**config.mk**
```make
export PLATFORM = sky130hd
export DESIGN_NAME = display_scan_ctrl
export DESIGN_NICKNAME = d
export VERILOG_FILES = /design/src/rtl/display_scan_ctrl.sv
export SDC_FILE = /design/constraint.sdc
export NUM_CORES = 1
export LEC_CHECK = 0
export CAP_MARGIN = 10
export CORE_MARGIN = 1
export CORE_UTILIZATION = 30
export DETAILED_ROUTE_END_ITERATION = 6
export GPL_ROUTABILITY_DRIVEN = 0
export PLACE_DENSITY = 0.61
export SLEW_MARGIN = 20
export SYNTH_ARGS = -nofsm -noshare
export SYNTH_HDL_FRONTEND = slang
export SYNTH_SLANG_ARGS = --single-unit
```
**constraint.sdc**
```tcl
create_clock -name clk -period 3 [get_ports clk]
set_input_delay 0.3 -clock clk [delete_from_list [all_inputs] [get_ports clk]]
set_output_delay 0.3 -clock clk [all_outputs]
set_load 0.01 [all_outputs]
```
**src/rtl/display_scan_ctrl.sv**
```systemverilog
`default_nettype none
// ============================================================================
// Module  : display_scan_ctrl
// Brief   : 8-digit common-anode 7-segment scan controller with blanking gap.
// Revision: 1.0 - initial release
// ============================================================================
module display_scan_ctrl #(
    parameter int CLK_DIV   = 100000,
    parameter int BLANK_CYC = 8,
    parameter int DIV_W     = 17
) (
    input  logic        clk,
    input  logic        rst_n,
    input  logic        en,
    input  logic [31:0] digits_in,
    input  logic [7:0]  digit_en,
    input  logic [7:0]  dp_in,
    output logic [2:0]  rr,
    output logic [7:0]  AN,
    output logic [6:0]  SEG,
    output logic        DP,
    output logic        frame_done
);

    typedef enum logic [1:0] {
        ST_IDLE  = 2'd0,
        ST_BLANK = 2'd1,
        ST_SHOW  = 2'd2
    } state_t;

    localparam logic [DIV_W-1:0] C_BLANK_LAST = DIV_W'(BLANK_CYC - 1);
    localparam logic [DIV_W-1:0] C_SLOT_LAST  = DIV_W'(CLK_DIV - 1);
    localparam logic [DIV_W-1:0] C_ONE        = DIV_W'(1);

    state_t           r_state;
    logic [DIV_W-1:0] r_cnt;

    logic [3:0] w_nib;
    logic       w_den;
    logic       w_dp;
    logic [7:0] w_an_lit;
    logic [6:0] w_seg;

    assign w_nib    = digits_in[{rr, 2'b00} +: 4];
    assign w_den    = digit_en[rr];
    assign w_dp     = dp_in[rr];
    assign w_an_lit = ~(8'h80 >> rr);

    // Segment patterns are {g,f,e,d,c,b,a}, active-low
    always_comb begin
        w_seg = 7'h7F;
        case (w_nib)
            4'h0: w_seg = 7'b1000000;
            4'h1: w_seg = 7'b1111001;
            4'h2: w_seg = 7'b0100100;
            4'h3: w_seg = 7'b0110000;
            4'h4: w_seg = 7'b0011001;
            4'h5: w_seg = 7'b0010010;
            4'h6: w_seg = 7'b0000010;
            4'h7: w_seg = 7'b1111000;
            4'h8: w_seg = 7'b0000000;
            4'h9: w_seg = 7'b0010000;
            4'hA: w_seg = 7'b0001000;
            4'hB: w_seg = 7'b0000011;
            4'hC: w_seg = 7'b1000110;
            4'hD: w_seg = 7'b0100001;
            4'hE: w_seg = 7'b0000110;
            4'hF: w_seg = 7'b0001110;
            default: w_seg = 7'h7F;
        endcase
    end

    // The output registers double as the per-slot holding registers: they are
    // loaded once on entry to SHOW and left untouched until the slot ends.
    always_ff @(posedge clk) begin
        if (!rst_n) begin
            r_state    <= ST_IDLE;
            r_cnt      <= '0;
            rr         <= 3'd0;
            AN         <= 8'hFF;
            SEG        <= 7'h7F;
            DP         <= 1'b1;
            frame_done <= 1'b0;
        end else begin
            frame_done <= 1'b0;
            case (r_state)
                ST_IDLE: begin
                    AN    <= 8'hFF;
                    SEG   <= 7'h7F;
                    DP    <= 1'b1;
                    rr    <= 3'd0;
                    r_cnt <= '0;
                    if (en) begin
                        r_state <= ST_BLANK;
                    end
                end
                ST_BLANK: begin
                    AN  <= 8'hFF;
                    SEG <= 7'h7F;
                    DP  <= 1'b1;
                    if (!en) begin
                        r_state <= ST_IDLE;
                        rr      <= 3'd0;
                        r_cnt   <= '0;
                    end else begin
                        r_cnt <= r_cnt + C_ONE;
                        if (r_cnt == C_BLANK_LAST) begin
                            r_state <= ST_SHOW;
                            if (w_den) begin
                                AN  <= w_an_lit;
                                SEG <= w_seg;
                                DP  <= ~w_dp;
                            end
                        end
                    end
                end
                ST_SHOW: begin
                    if (!en) begin
                        r_state <= ST_IDLE;
                        rr      <= 3'd0;
                        r_cnt   <= '0;
                        AN      <= 8'hFF;
                        SEG     <= 7'h7F;
                        DP      <= 1'b1;
                    end else if (r_cnt == C_SLOT_LAST) begin
                        r_state    <= ST_BLANK;
                        r_cnt      <= '0;
                        rr         <= rr + 3'd1;
                        AN         <= 8'hFF;
                        SEG        <= 7'h7F;
                        DP         <= 1'b1;
                        frame_done <= (rr == 3'd7);
                    end else begin
                        r_cnt <= r_cnt + C_ONE;
                    end
                end
                default: begin
                    r_state <= ST_IDLE;
                end
            endcase
        end
    end

endmodule
`default_nettype wire

```
==> metrics.cfg <==
[run_status]
status = complete, no violations

[finish]
diodes = 0
fillers = 849
layout-drive-gt1-share = 0.106
area_growth_pct = 35.9
final_nets = 436
post-route-util = 0.428

[synthesis]
synth-seq-area-share = 0.297
synthDistinctLibCells = 48
synth_edf_count = 0
ys_top_cells_by_area = dfxtp_1 (30%), mux4_2 (10%), ha_1 (8.6%), nor2_1 (3.6%), o21ai_1 (3.4%)
yosys_warnings = 0
synth_top_area_share = 0.297
synth.avg_cell_area_um2 = 8.93
post-synth-top-count-cell = dfxtp_1
netlist_area_um2 = 2630
yosys_most_used_dff = dfxtp_1
synth.largest_area_cell = dfxtp_1
syn-num-nets = 363
synth_cells = 294
async_flop_share = 0
ys_ff_latch = 39
synth_common_cells = dfxtp_1 (39), nor2_1 (25), inv_1 (20)

[timing]
fin_crit_ns = 2.67
slew_violations = 0
skew_ns = 0.0112
worst_slew_pin_slew_ns = 0.824
max_freq_mhz = 374
fin_tns_setup_ns = 0
final_hold_viol_count = 0
grt_setup_unrepaired = no
fin_crit_sh = 0.890
finalSetupViolCount = 0
relSlewSlack = 0.451

[setup_path]
crit_type = flop to flop
rrSetupSlack_ns = 0.33
critPathCaptureType = flop
cp-start-kind = flop
cp_slowest_cell = dfxtp_1
timing.rr.start = rr[0]$_SDFFE_PN0P_
r2r_end = SEG[4]$_SDFFE_PN1P_
critical_path_depth = 9
critPathMaxStageDelay_ns = 0.58
endpoint = SEG[4]$_SDFFE_PN1P_
cpMostUsedCell = inv_1
required_ns = 3.17
crit_start = rr[0]$_SDFFE_PN0P_
worst_r2r_path_depth = 9
path_delay_family = multiplexers
critPathBufInv = 3
cp.arrival_ns = 2.84
crit_fanout = 8
path_cells = buf_12 -> mux4_2 -> mux2i_2 -> inv_1 -> ha_1 -> inv_1 -> mux2i_1 -> a2111oi_0 -> o21ai_1

[cts]
cts_resized = 0
cts_buffers = 5
post_cts_buffers = 0
clock_sinks = 39
clk_pin_slew_ns = 0.08
cts.root.buffer_cell = clkbuf_8
cts_tree = yes
clk_latency_ns = 0.29
cts_hold_buf = 0
clk_path_buf_depth = 2
h-tree-depth = 2

[floorplanning]
coreArea_um2 = 8340
die_w_um = 95.6
die_h_um = 95.6
rows = 33
ios = 71
dieArea_um2 = 9130
start_util = 0.315

[place]
dp_hpwl_um = 5230
io_buffers = 70

[global_routing]
grt_pass1_vias = 2320
grt.overflow.total = 0
grt_antenna_before_repair = 0
grtUsageTotal = 0.160
grt_pass1_wl_um = 11400
grt_max_degree = 23

[routing]
first_pass_iters = 5
wire_per_inst_um = 14.5
wl_um = 6850
drtIter0Drc = 157
vias = 2433
vias_per_cell = 5.14
ant_nets = 0
post-route-drc-count = 0

[power_and_ir_drop]
p_per_area_nw_per_um2 = 288
ir_worst_vdd_mv = 0.159
p_leak_nw = 1.23

[flow_run]
maxCapViolations = 0

[hold_path]
hold_path.class = flop to flop

==> tightest hold or removal path, stage by stage (launching register included) <==
cell and delay (ns):
dfxtp_1 0.34, o31ai_1 0.07, a21oi_1 0.06
==> cell families (layout without fill, tap and decap cells) <==
group,Yosys count,in the layout,share of synthesized area
AO/OA/AOI/OAI,62,62,0.158
multiplexers,25,25,0.159
XOR/XNOR,12,12,0.0400
flip-flops,39,39,0.297
AND/OR/NAND/NOR,100,100,0.199
buffers and inverters,38,112,0.0610
adder cells (fa/ha/maj),18,18,0.0858
==> through the flow <==
step                setup WS (ns)  hold slack [ns]  cells  cell area [um2]  power (mW)
floorplan                   0.275            0.380    294             2630       0.602
global placement            0.350            0.496    465             3490       0.687
detailed placement          0.311            0.500    465             3490       0.690
CTS                         0.310            0.513    473             3570        1.04
global route               0.0463            0.545    473             3570        1.07
finish                      0.329            0.513    473             3570        1.03
==> sequential cells by signal (all words and copies together), names as in the netlist <==
signal and count:
r_cnt 17, AN 8, SEG 7, rr 3, r_state 2, DP 1, frame_done 1
==> routing by layer <==
metal | vias up | GRT usage | part of all wire
li1 | 1234 | - | -
met4 | 0 | 0.0473 | 0.011
met2 | 59 | 0.249 | 0.45
met5 | - | 0 | 0
met1 | 1133 | 0.226 | 0.50
met3 | 7 | 0.0239 | 0.037
==> area by class of cell <==
cell class	instances	area, um2	share of cell area
timing repair buffer	83	811	0.227
sequential	39	781	0.219
clock inverter	1	5.00	0.00140
clock buffer	7	76.3	0.0214
tap	105	131	0.0368
multi-input combinational	217	1690	0.472
inverter	21	78.8	0.0221
==> power breakdown <==
part	internal (mW)	switching (mW)
sequential	0.519	0.00227
combinational	0.0972	0.0587
clock	0.163	0.186
total	0.780	0.247
==> worst min path at each step <==
stage                                       start                 endpoint  slack, ns  depth (start not counted)
after detailed placement      SEG[0]$_SDFFE_PN1P_      SEG[0]$_SDFFE_PN1P_       0.50                          2
after CTS                     SEG[0]$_SDFFE_PN1P_      SEG[0]$_SDFFE_PN1P_       0.51                          2
final                     r_state[0]$_SDFFE_PN0P_  r_state[0]$_SDFFE_PN0P_       0.51                          2
after floorplan                             rst_n       AN[7]$_SDFFE_PN1P_       0.38                          1
after global routing              DP$_SDFFE_PN1P_          DP$_SDFFE_PN1P_       0.55                          2
after global placement         AN[4]$_SDFFE_PN1P_       AN[4]$_SDFFE_PN1P_       0.50                          2
==> cells in the final DEF, fill, tap and decap left out, types with 3 or more instances in the layout <==
cell type	count
clkdlybuf4s50_1	70
dfxtp_1	39
nor2_1	25
inv_1	20
o21ai_1	18
ha_1	18
nand2_1	14
mux4_2	12
a21oi_1	12
buf_4	12
a211oi_1	11
nor4_1	10
nor3_1	10
xnor2_1	8
mux2i_1	7
nand4_1	7
nand3_1	7
and2_1	5
and3_1	5
clkbuf_8	5
nor2b_1	4
xor2_1	4
o211ai_1	4
or4_1	4
o221ai_1	3
No activity file was read; power rests on OpenSTA's default activity.
